==> config.mk <==
export PLATFORM = sky130hd
export DESIGN_NAME = sdft_sequencer
export DESIGN_NICKNAME = d
export VERILOG_FILES = /design/src/rtl/sdft_pkg.sv /design/src/rtl/sdft_line_fifo.sv /design/src/rtl/sdft_sequencer.sv
export SDC_FILE = /design/constraint.sdc
export NUM_CORES = 1
export LEC_CHECK = 0
export ABC_AREA = 1
export CAP_MARGIN = 30
export CORE_ASPECT_RATIO = 0.8
export CORE_MARGIN = 1
export CORE_UTILIZATION = 45
export CTS_CLUSTER_DIAMETER = 100
export DETAILED_ROUTE_END_ITERATION = 12
export GPL_TIMING_DRIVEN = 0
export PLACE_DENSITY_LB_ADDON = 0.3
export SETUP_SLACK_MARGIN = 0.15
export SLEW_MARGIN = 15
export SYNTH_ARGS = -nofsm -noshare
export SYNTH_HDL_FRONTEND = slang
export SYNTH_HIERARCHICAL = 1
export SYNTH_SLANG_ARGS = --single-unit
==> constraint.sdc <==
create_clock -name clk -period 2.9 [get_ports clk]
set_input_delay 0.58 -clock clk [delete_from_list [all_inputs] [get_ports clk]]
set_output_delay 0.58 -clock clk [all_outputs]
set_load 0.02 [all_outputs]
==> src/rtl/sdft_pkg.sv <==
// Shared definitions for the sliding-DFT sequencer: FSM states, default bin count, log-compress mapping.
package sdft_pkg;

    localparam int SDFT_LIMIT_BINS = 32;
    localparam int BIN_ADDR_W      = $clog2(SDFT_LIMIT_BINS);

    typedef enum logic [2:0] {
        ST_IDLE,
        ST_START,
        ST_BUSY,
        ST_RD_REQ,
        ST_SWEEP,
        ST_DRAIN
    } sdft_state_t;

    // {msb index, four bits below the msb left-aligned}; 0 and 1 both map to 0.
    function automatic logic [7:0] log_compress(input logic [15:0] v);
        logic [3:0]  msb;
        logic [15:0] norm;
        msb = 4'd0;
        for (int i = 1; i < 16; i++) begin
            if (v[i]) msb = 4'(i);
        end
        norm = v << (4'd15 - msb);
        return {msb, norm[14:11]};
    endfunction

endpackage

==> src/rtl/sdft_line_fifo.sv <==
// Synchronous FIFO carrying line beats to the waterfall writer.
// Latency: a pushed entry is visible at the head on the following cycle.
// Backpressure: push is ignored when full, pop is ignored when empty.
module sdft_line_fifo #(
    parameter int WIDTH = 8,
    parameter int DEPTH = 4
) (
    input  logic                         clk,
    input  logic                         reset,
    input  logic                         push,
    input  logic [WIDTH-1:0]             push_dat,
    input  logic                         pop,
    output logic [WIDTH-1:0]             pop_dat,
    output logic                         full,
    output logic                         empty,
    output logic [$clog2(DEPTH+1)-1:0]   count
);
    localparam int PW = (DEPTH > 1) ? $clog2(DEPTH) : 1;
    localparam int CW = $clog2(DEPTH + 1);

    logic [WIDTH-1:0] mem [DEPTH];
    logic [PW-1:0]    wr_ptr;
    logic [PW-1:0]    rd_ptr;
    logic             do_push;
    logic             do_pop;

    assign full    = (count == CW'(DEPTH));
    assign empty   = (count == '0);
    assign do_push = push && !full;
    assign do_pop  = pop && !empty;
    assign pop_dat = mem[rd_ptr];

    always_ff @(posedge clk) begin
        if (do_push) mem[wr_ptr] <= push_dat;
    end

    always_ff @(posedge clk) begin
        if (reset) begin
            wr_ptr <= '0;
            rd_ptr <= '0;
            count  <= '0;
        end else begin
            if (do_push) wr_ptr <= (wr_ptr == PW'(DEPTH - 1)) ? '0 : wr_ptr + 1'b1;
            if (do_pop)  rd_ptr <= (rd_ptr == PW'(DEPTH - 1)) ? '0 : rd_ptr + 1'b1;
            if (do_push && !do_pop)      count <= count + 1'b1;
            else if (!do_push && do_pop) count <= count - 1'b1;
        end
    end

endmodule

==> src/rtl/sdft_sequencer.sv <==
// Feeds ADC samples into the sliding-DFT engine and sweeps its bins into a magnitude line stream; LOG_COMPRESS_EN selects log-compressed magnitudes.
// Latency: start one cycle after the engine is idle with a sample pending; a line sweep takes LIMIT_BINS+READ_LAT+1 cycles unstalled.
// Backpressure: line_ready low stalls bin reads so the line FIFO never overflows; a sample arriving while the slot is full is dropped and counted.
module sdft_sequencer
    import sdft_pkg::*;
#(
    parameter int DATA_W     = 8,
    parameter int FREQ_W     = 16,
    parameter int LIMIT_BINS = SDFT_LIMIT_BINS,
    parameter int LINE_DECIM = 64,
    parameter int READ_LAT   = 2,
    parameter int OVR_W      = 8
) (
    input  logic                          clk,
    input  logic                          reset,
    input  logic [DATA_W-1:0]             sample_in,
    input  logic                          sample_valid,
    output logic [DATA_W-1:0]             sdft_sample,
    output logic                          sdft_start,
    output logic                          sdft_read,
    output logic [$clog2(LIMIT_BINS)-1:0] sdft_bin_addr,
    input  logic [FREQ_W-1:0]             sdft_bin_out,
    input  logic                          sdft_ready,
    output logic [FREQ_W-1:0]             line_data,
    output logic [$clog2(LIMIT_BINS)-1:0] line_addr,
    output logic                          line_last,
    output logic                          line_valid,
    input  logic                          line_ready,
    output logic [OVR_W-1:0]              overrun_cnt
);
    localparam int AW         = $clog2(LIMIT_BINS);
    localparam int DW         = (LINE_DECIM > 1) ? $clog2(LINE_DECIM) : 1;
    localparam int FIFO_DEPTH = READ_LAT + 2;
    localparam int FIFO_W     = FREQ_W + AW + 1;
    localparam int CW         = $clog2(FIFO_DEPTH + 1);

    sdft_state_t         state;
    sdft_state_t         state_d;
    logic                slot_full;
    logic [DATA_W-1:0]   slot_dat;
    logic [DW-1:0]       dec_cnt;
    logic                line_owed;
    logic                seen_low;
    logic [AW-1:0]       rd_addr;
    logic [AW-1:0]       cap_addr;
    logic [READ_LAT-1:0] tag;
    logic                do_start;
    logic                busy_done;
    logic                issue;
    logic                drain_done;
    logic                push;
    logic                pop;
    logic                fifo_full;
    logic                fifo_empty;
    logic [CW-1:0]       fifo_count;
    logic [FIFO_W-1:0]   push_dat;
    logic [FIFO_W-1:0]   pop_dat;
    logic [FREQ_W-1:0]   cap_val;

    always_comb begin
        state_d    = state;
        do_start   = 1'b0;
        busy_done  = 1'b0;
        issue      = 1'b0;
        drain_done = 1'b0;
        unique case (state)
            ST_IDLE: begin
                if (slot_full && sdft_ready) begin
                    do_start = 1'b1;
                    state_d  = ST_START;
                end else if (line_owed && sdft_ready) begin
                    state_d = ST_RD_REQ;
                end
            end
            ST_START: state_d = ST_BUSY;
            ST_BUSY: begin
                if (seen_low && sdft_ready) begin
                    busy_done = 1'b1;
                    state_d   = ST_IDLE;
                end
            end
            ST_RD_REQ: state_d = ST_SWEEP;
            ST_SWEEP: begin
                // Only advance when every outstanding read plus this one is guaranteed a FIFO slot.
                issue = (int'(FIFO_DEPTH) - int'(fifo_count)) > $countones(tag);
                if (issue && rd_addr == AW'(LIMIT_BINS - 1)) state_d = ST_DRAIN;
            end
            ST_DRAIN: begin
                // Leave on the cycle the final result is captured.
                if ($countones(tag) == int'(tag[READ_LAT-1])) begin
                    drain_done = 1'b1;
                    state_d    = ST_IDLE;
                end
            end
            default: state_d = ST_IDLE;
        endcase
    end

    always_ff @(posedge clk) begin
        if (reset) begin
            state       <= ST_IDLE;
            slot_full   <= 1'b0;
            slot_dat    <= '0;
            sdft_sample <= '0;
            dec_cnt     <= '0;
            line_owed   <= 1'b0;
            seen_low    <= 1'b0;
            rd_addr     <= '0;
            cap_addr    <= '0;
            tag         <= '0;
            overrun_cnt <= '0;
        end else begin
            state <= state_d;

            if (sample_valid) begin
                if (!slot_full || do_start) begin
                    slot_full <= 1'b1;
                    slot_dat  <= sample_in;
                end else if (overrun_cnt != '1) begin
                    overrun_cnt <= overrun_cnt + 1'b1;
                end
            end else if (do_start) begin
                slot_full <= 1'b0;
            end
            if (do_start) sdft_sample <= slot_dat;

            if (state == ST_BUSY && !sdft_ready) seen_low <= 1'b1;
            if (busy_done) begin
                seen_low <= 1'b0;
                if (dec_cnt == DW'(LINE_DECIM - 1)) begin
                    dec_cnt   <= '0;
                    line_owed <= 1'b1;
                end else begin
                    dec_cnt <= dec_cnt + 1'b1;
                end
            end
            if (drain_done) line_owed <= 1'b0;

            if (state == ST_IDLE && state_d == ST_RD_REQ) begin
                rd_addr  <= '0;
                cap_addr <= '0;
            end else begin
                if (issue) rd_addr <= rd_addr + 1'b1;
                if (tag[READ_LAT-1]) cap_addr <= cap_addr + 1'b1;
            end
            tag <= (tag << 1) | READ_LAT'(issue);
        end
    end

`ifdef LOG_COMPRESS_EN
    assign cap_val = FREQ_W'(log_compress(16'(sdft_bin_out)));
`else
    assign cap_val = sdft_bin_out;
`endif

    assign push     = tag[READ_LAT-1];
    assign push_dat = {cap_val, cap_addr, cap_addr == AW'(LIMIT_BINS - 1)};

    sdft_line_fifo #(
        .WIDTH (FIFO_W),
        .DEPTH (FIFO_DEPTH)
    ) u_line_fifo (
        .clk      (clk),
        .reset    (reset),
        .push     (push),
        .push_dat (push_dat),
        .pop      (pop),
        .pop_dat  (pop_dat),
        .full     (fifo_full),
        .empty    (fifo_empty),
        .count    (fifo_count)
    );

    assign sdft_start    = (state == ST_START);
    assign sdft_read     = (state == ST_RD_REQ) || (state == ST_SWEEP);
    assign sdft_bin_addr = rd_addr;
    assign line_valid    = !fifo_empty;
    assign pop           = line_valid && line_ready;
    assign {line_data, line_addr, line_last} = fifo_empty ? '0 : pop_dat;

endmodule

==> results.ini, run 1 <==
[clock_tree]
post_cts_resized = 21
cts_made_buffers = 17
cts_buffer_depth = 2
post-cts-setup-buffer-count = 0
clockRootBuffer = clkbuf_16
cts_sinks = 145
htreeDepth = 4
clk_latency_ps = 420
clkTransAtPathRegs_ps = 60
holdBufCountCts = 0
cts_tree = yes

[die]
start_util_pct = 46.31
die_w_um = 134.3
die-area_sq_um = 14470
coreArea_sq_um = 13600
num_io_pins = 75
dieHeight_um = 107.8
num_rows = 38

[global_routing]
grt_first_pass_wirelength_um = 21160
grt_overflow = 0
grt_pass1_vias = 4578
grt_use_total_pct = 19.41
grt_antenna_before_repair = 0
grt_max_degree = 23

[cells_and_area]
finalNonFillerCells = 922
fin_nets = 775
syn2layout_area_growth_pct = 24.86
final_layout_size_suffix_gt1_share_pct = 10.51
antenna_cells = 0

[drt]
wl_per_cell_um = 14.07
drc = 0
drt-total-wl_um = 12970
drt_iter0_drc = 195
vias = 4675
via_per_inst = 5.070
ant_nets = 0
first_pass_iters = 5

[timing]
period_share_pct = 93.40
finalSetupViolCount = 0
drv_slew = 0
finClkSkew_ps = 6.061
period_needed_ps = 2709
tightest_slew_ps = 757.9
relSlewSlack_pct = 49.35
tns_ps = 0
fmax_mhz = 369.2
hold_viol = 0
rsz0062_at_grt = yes

[place]
gp_congestion = 0.8209
place_inst = 890
portBuffers = 74
dp_hpwl_um = 8486

[power]
ir_drop_mv = 0.4381
p_per_area_nw_per_um2 = 559.0
leakagePower_nw = 3.101

[worst_setup_path]
start_kind = flop
crit_arrival_ps = 2130
end_kind = output pin
worstSetupPathType = reg -> out
worstPathMaxFanout = 10
crit_required_ps = 2320

[hold_path]
min_path_type = reg -> reg

[yosys]
yosysWarnings = 6
synth_area_sq_um = 6297
synth_area_per_cell_sq_um = 9.901
synthCells = 636
syn-num-nets = 682

[run_status]
outcome = finished, final reports clean

[flow_run]
timing.max_cap.violations = 0

[worst paths after layout]
check	start	end	slack (ps)	depth (start not counted)
hold reg to reg	tag[0]	tag[1]	440	2
hold / removal	tag[0]	tag[1]	440	2
setup / recovery	flop	line_addr[0]	190	7
setup reg to reg	tag[1]	sdft_bin_addr[2]	640	8
[power breakdown]
group          switching, W  total, W  internal, W  leakage [nW]
Combinational     0.0000877  0.000160    0.0000719          1.58
Sequential       0.00000963   0.00220      0.00219          1.25
Clock              0.000844   0.00204      0.00119         0.269
[critical path: stages (launching register included)]
cell and delay, ps:
dfxtp_1 340, inv_2 80, buf_2 220, o21ai_0 130, o22ai_1 120, inv_1 50
nor2_1 150, clkdlybuf4s50_1 630
[metal layers]
| layer | vias to the layer above | wire length [um] | track usage (%) |
|---|---|---|---|
| li1 | 2331 | - | - |
| met1 | 2166 | 5585 | 23.54 |
| met2 | 156 | 6323 | 32.46 |
| met3 | 22 | 779 | 4.237 |
| met4 | 0 | 283 | 10.35 |
| met5 | - | 0 | 0 |
[state kept, by name (all words and copies together) (netlist names), named ones only]
name                count
u_line_fifo/mem        88
overrun_cnt             8
sdft_sample             8
slot_dat                8
dec_cnt                 6
cap_addr                5
sdft_bin_addr           5
state                   3
u_line_fifo/count       3
tag                     2
u_line_fifo/rd_ptr      2
u_line_fifo/wr_ptr      2
line_owed               1
seen_low                1
slot_full               1
[layout make-up]
type	count	area, sq um
Buffer	22	183.9
Clock buffer	18	429.2
Clock inverter	14	131.4
Fill cell	1131	5736
Inverter	74	287.8
Multi-Input combinational cell	395	2082
Sequential cell	145	3786
Tap cell	180	225.2
Timing Repair Buffer	74	737.0
[stage by stage]
step	util (%)	setup WS, ps	power, W	hold WS, ps	cell area [sq um]
2_1_floorplan	-	910.0	0.002323	407.4	6297
3_3_place_gp	53.41	153.7	0.002398	419.2	7263
3_5_place_dp	53.63	283.7	0.002404	429.8	7293
4_1_cts	57.69	158.7	0.004445	446.5	7845
5_1_grt	57.82	43.88	0.004550	469.6	7863
6_report	57.82	191.3	0.004395	443.8	7863
[cells in the final DEF, fill, tap and decap left out, types with 2 or more instances in the layout]
cell,n
xnor2_1,4
dfxtp_2,2
a21oi_1,39
edfxtp_1,88
clkdlybuf4s50_1,53
clkbuf_1,4
inv_8,2
clkinv_2,3
dlymetal6s2s_1,6
nor2_2,2
o22ai_1,22
o21ai_0,35
dfxtp_1,55
inv_1,68
inv_2,4
nor2_4,5
clkbuf_16,17
xor2_1,7
buf_6,9
nand4_1,4
dlygate4sd2_1,15
clkinvlp_4,3
nand2_2,5
nand3_2,2
clkinv_4,2
buf_4,2
nor2_1,103
nor3_1,8
o21ai_1,21
ha_1,16
inv_6,4
clkbuf_4,3
nand2_1,79
buf_2,4
nand3_1,31
nand3b_1,2
(Power assumes the default switching activity.)
==> inputs of run 2 (changes only) <==
==> constraint.sdc (replaced) <==
create_clock -name clk -period 3.27 [get_ports clk]
set_input_delay 0.654 -clock clk [delete_from_list [all_inputs] [get_ports clk]]
set_output_delay 0.654 -clock clk [all_outputs]
set_load 0.02 [all_outputs]
==> results.ini, run 2 (synthesized netlist as in run 1, its figures left out) <==
[die]
die_w_um = 134.3
die-area_sq_um = 14470
start_util_pct = 46.31
num_io_pins = 75
coreArea_sq_um = 13600
num_rows = 38
dieHeight_um = 107.8

[timing]
finalSetupViolCount = 0
finClkSkew_ps = 8.448
drv_slew = 0
tightest_slew_ps = 741.8
relSlewSlack_pct = 50.43
rsz0062_at_grt = no
fmax_mhz = 339.5
period_needed_ps = 2945
tns_ps = 0
final.setup.worst_slack_ps = 324.8
hold_viol = 0
period_share_pct = 90.07

[place]
place_ws_ps = 579.7
gp_congestion = 0.8209
dpl_cell_area_sq_um = 7293
dp_hpwl_um = 8486
portBuffers = 74

[worst_setup_path]
reg2regPathDepth = 9
rr_endpoint = sdft_bin_addr[2]
reg2reg_from = u_line_fifo/count[0]
crit_arrival_ps = 2290
cp_slowest_cell = clkdlybuf4s50_1
crit_required_ps = 2620
reg2reg_slack_ps = 990
cpPeakStageDelay_ps = 620
crit_top_cell = inv_1
endpoint = line_addr[4]
cp.depth = 6
setup.worst_path.start = u_line_fifo/count[2]
critPathTopFamily = buffers and inverters
worstPathMaxFanout = 10
end_kind = output pin
start_kind = flop
worstPathCellList = inv_1 > nand2_1 > inv_1 > clkbuf_2 > nor2_1 > clkdlybuf4s50_1
cp_num_buf_inv = 4
worstSetupPathType = reg -> out

[cells_and_area]
design_area_sq_um = 7856
largest_register_ff_count = 88
final_cell_mix = nor2_1 (103), edfxtp_1 (88), nand2_1 (79)
fillerInstances = 1135
syn2layout_area_growth_pct = 24.76
final_layout_size_suffix_gt1_share_pct = 10.11
fin_nets = 775
antenna_cells = 0
final_common_cell = nor2_1
regMostFlops = u_line_fifo/mem

[clock_tree]
htreeDepth = 4
cts_tree = yes
cts_sinks = 145
clockRootBuffer = clkbuf_16
post-cts-setup-buffer-count = 0
clk_latency_ps = 410
cts_made_buffers = 17
cts_buffer_depth = 2
clkTransAtPathRegs_ps = 60

[power]
p_int_w = 0.003064
p_per_area_nw_per_um2 = 496.0
share_comb_of_total_power_pct = 3.6
p_switching_w = 0.0008327
ir_drop_mv = 0.3818
clock_power_share_pct = 46.3
power.share.switching_pct = 21.37
leakagePower_nw = 2.914
power_frac_seq_pct = 50.1

[flow_run]
timing.max_cap.violations = 0

[drt]
ant_nets = 0
wl_per_cell_um = 13.94
vias = 4638
drt-total-wl_um = 12850
via_per_inst = 5.030
drt_iter0_drc = 210
first_pass_iters = 5
drc = 0

[global_routing]
grt_pass1_vias = 4585
grt_first_pass_wirelength_um = 21150
grt_max_degree = 23
grt_use_total_pct = 19.42
grt_antenna_before_repair = 0
grt_overflow = 0

[hold_path]
min_path_cells = 2
min_path_type = reg -> reg

[run_status]
outcome = finished, final reports clean

==> run 2: changes by cell type in the layout (fill, tap and decap cells not counted), sizes merged <==
cell	previous run	this run
clkdlybuf4s50	53	74
dlymetal6s2s	6	0
buf	15	16
clkbuf	25	24
dlygate4sd2	15	0
==> run 2: worst min path at each step <==
| stage | startpoint | to |
|---|---|---|
| final | tag[0] | tag[1] |
| after CTS | tag[0] | tag[1] |
| after detailed placement | tag[0] | tag[1] |
| after floorplan | tag[0] | tag[1] |
| after global routing | tag[0] | tag[1] |
| after global placement | tag[0] | tag[1] |
==> run 2: cell type report <==
type | instances | area (sq um) | share of cell area (%)
sequential | 145 | 3784 | 48.16
timing repair buffer | 74 | 740.7 | 9.428
clock inverter | 14 | 131.4 | 1.672
tap | 180 | 225.2 | 2.867
multi-input combinational | 395 | 2082 | 26.50
clock buffer | 18 | 429.2 | 5.463
buffer | 22 | 176.4 | 2.246
inverter | 74 | 287.8 | 3.663
==> run 2: repair_timing <==
action / CTS / global route
pin swaps: 0 / 0
gates cloned: 0 / 0
hold buffers: 0 / 0
endpoints found under the hold margin: 0 / 0
resized for setup: 1 / 2
setup endpoints to repair: 3 / 10
==> run 2: tightest hold or removal path: stages, from the launching register on <==
cell	delay, ps
dfxtp_1	320
inv_1	50
nor2_1	30
==> run 2: stage by stage <==
step / hold slack (ps) / util (%) / total power [W] / cells
floorplan: 407.4 / - / 0.002060 / 636
global placement: 419.2 / 53.41 / 0.002126 / 890
detailed placement: 429.8 / 53.63 / 0.002132 / 890
CTS: 446.5 / 57.77 / 0.003943 / 922
global route: 469.6 / 57.78 / 0.004035 / 922
finish: 444.9 / 57.78 / 0.003896 / 922
==> run 2: power by group through the flow <==
| stage | clock, W | combinational (W) | sequential (W) |
|---|---|---|---|
| after floorplan | 0 | 0.0000676 | 0.00199 |
| after global placement | 0 | 0.000137 | 0.00199 |
| after CTS | 0.00185 | 0.000143 | 0.00195 |
| after detailed placement | 0 | 0.000142 | 0.00199 |
| final | 0.00180 | 0.000142 | 0.00195 |
| after global routing | 0.00193 | 0.000155 | 0.00195 |
==> run 2: metal layers <==
layer / up-vias / GRT usage [%] / part of all wire [%]
li1: 2333 / - / -
met1: 2141 / 23.48 / 44
met2: 147 / 32.42 / 49
met3: 17 / 4.331 / 5.3
met4: 0 / 10.51 / 1.7
met5: - / 0 / 0
==> inputs of run 3 (changes only) <==
--- a/config.mk
+++ b/config.mk
@@ -15,7 +15,6 @@
 export GPL_TIMING_DRIVEN = 0
 export PLACE_DENSITY_LB_ADDON = 0.3
 export SETUP_SLACK_MARGIN = 0.15
-export SLEW_MARGIN = 15
 export SYNTH_ARGS = -nofsm -noshare
 export SYNTH_HDL_FRONTEND = slang
 export SYNTH_HIERARCHICAL = 1
==> results.ini, run 3 (synthesized netlist as in run 1, its figures left out) <==
[die]
coreArea_sq_um = 13600
die_w_um = 134.3
num_io_pins = 75
num_rows = 38
die-area_sq_um = 14470
start_util_pct = 46.31
dieHeight_um = 107.8

[global_routing]
grt_antenna_before_repair = 0
grt_max_degree = 17
grt_use_total_pct = 19.17
grt_first_pass_wirelength_um = 21230
grt_pass1_vias = 4544
grt_overflow = 0

[power]
share_comb_of_total_power_pct = 3.6
leakagePower_nw = 2.948
ir_drop_mv = 0.4176
p_int_w = 0.002999
p_switching_w = 0.0008890
p_per_area_nw_per_um2 = 489.8
finalPower_w = 0.003888
power.share.switching_pct = 22.87
power_frac_seq_pct = 50.2
clock_power_share_pct = 46.2

[cells_and_area]
fin_nets = 779
fillerInstances = 1119
antenna_cells = 0
final_cell_mix = nor2_1 (103), edfxtp_1 (88), nand2_1 (79)
regMostFlops = u_line_fifo/mem
syn2layout_area_growth_pct = 26.05
final_layout_size_suffix_gt1_share_pct = 10.46
design_area_sq_um = 7938
finalNonFillerCells = 926
final_common_cell = nor2_1
largest_register_ff_count = 88

[worst_setup_path]
crit_top_cell = inv_1
end_kind = output pin
critPathTopFamily = buffers and inverters
worstPathCellList = inv_1 > nand2_1 > inv_1 > clkbuf_2 > nor2_1 > clkdlybuf4s50_1
cp_slowest_cell = clkdlybuf4s50_1
worstSetupPathType = reg -> out
cpPeakStageDelay_ps = 610
start_kind = flop
crit_arrival_ps = 2300
crit_required_ps = 2620
worstPathMaxFanout = 10
cp_num_buf_inv = 4

[drt]
drt_iter0_drc = 225
drc = 0
first_pass_iters = 5
ant_nets = 0
vias = 4697
via_per_inst = 5.072
wl_per_cell_um = 14.24
drt-total-wl_um = 13190

[run_status]
outcome = finished, final reports clean

[timing]
tns_ps = 0
drv_slew = 0
fmax_mhz = 338.7
hold_viol = 0
finClkSkew_ps = 8.940
period_share_pct = 90.29
rsz0062_at_grt = no
period_needed_ps = 2952
relSlewSlack_pct = 59.73
finalSetupViolCount = 0
tightest_slew_ps = 603.4

[place]
dp_hpwl_um = 8885
dpl_cell_area_sq_um = 7383
portBuffers = 74
gp_congestion = 0.8209
place_inst = 894

[clock_tree]
clk_latency_ps = 410
post_cts_resized = 0
holdBufCountCts = 0
clkTransAtPathRegs_ps = 60
cts_buffer_depth = 2
cts_sinks = 145
clockRootBuffer = clkbuf_16
post-cts-setup-buffer-count = 0
cts_tree = yes
htreeDepth = 4
cts_made_buffers = 17

[flow_run]
timing.max_cap.violations = 0

[hold_path]
min_path_type = reg -> reg

-- run 3: cell types whose count changed in the layout (fill, tap and decap cells not counted), sizes merged --
cell,previous run,this run
buf,16,20
bufinv,1,0
clkbuf,24,23
clkinv,5,4
clkinvlp,3,4
inv,79,81
-- run 3: layout make-up --
class	count	area, sq um	area share, %
sequential	145	3784	47.67
buffer	22	176.4	2.223
multi-input combinational	395	2062	25.98
clock buffer	17	425.4	5.359
inverter	74	287.8	3.625
timing repair buffer	78	850.8	10.72
clock inverter	15	126.4	1.592
tap	180	225.2	2.837
-- run 3: per-layer routing --
metal  part of all wire, %  vias up  global-route usage (%)  wire length, um
li1                      -     2344                       -                -
met1                    44     2174                   23.17             5753
met2                    49      161                   33.23             6465
met3                   6.0       18                   4.614              793
met4                   1.3        0                   7.143              178
met5                     0        -                       0                0
-- run 3: power groups by stage --
stage	Clock [W]	Combinational, W	Sequential (W)
2_1_floorplan	0	0.0000676	0.00199
3_3_place_gp	0	0.000137	0.00199
3_5_place_dp	0	0.000142	0.00199
4_1_cts	0.00182	0.000143	0.00195
5_1_grt	0.00189	0.000155	0.00195
6_report	0.00180	0.000142	0.00195
-- run 3: worst register-to-register path, stage by stage, from the launching register on --
cell and delay (ps):
dfxtp_1 440, inv_1 90, nand2_1 150, inv_1 160
nor2_1 250, nand2_2 110, ha_1 200, inv_1 90
fa_1 430, o21ai_0 190, nor2_1 60
-- run 3: path summary, 6_finish.rpt --
path | from | end | slack [ps] | cells after the start
max | u_line_fifo/count[2] | line_data[3] | 320 | 6
min | tag[0] | tag[1] | 440 | 2
max reg2reg | u_line_fifo/count[2] | u_line_fifo/count[1] | 980 | 10
min reg2reg | tag[0] | tag[1] | 440 | 2
-- run 3: stage by stage --
step	setup WS [ps]	hold slack, ps	utilization [%]
after CTS	170.6	439.0	58.35
after floorplan	1280	407.4	-
after global routing	156.7	451.4	58.37
final	317.7	436.5	58.37
after global placement	523.7	419.2	53.41
after detailed placement	620.7	426.1	54.30
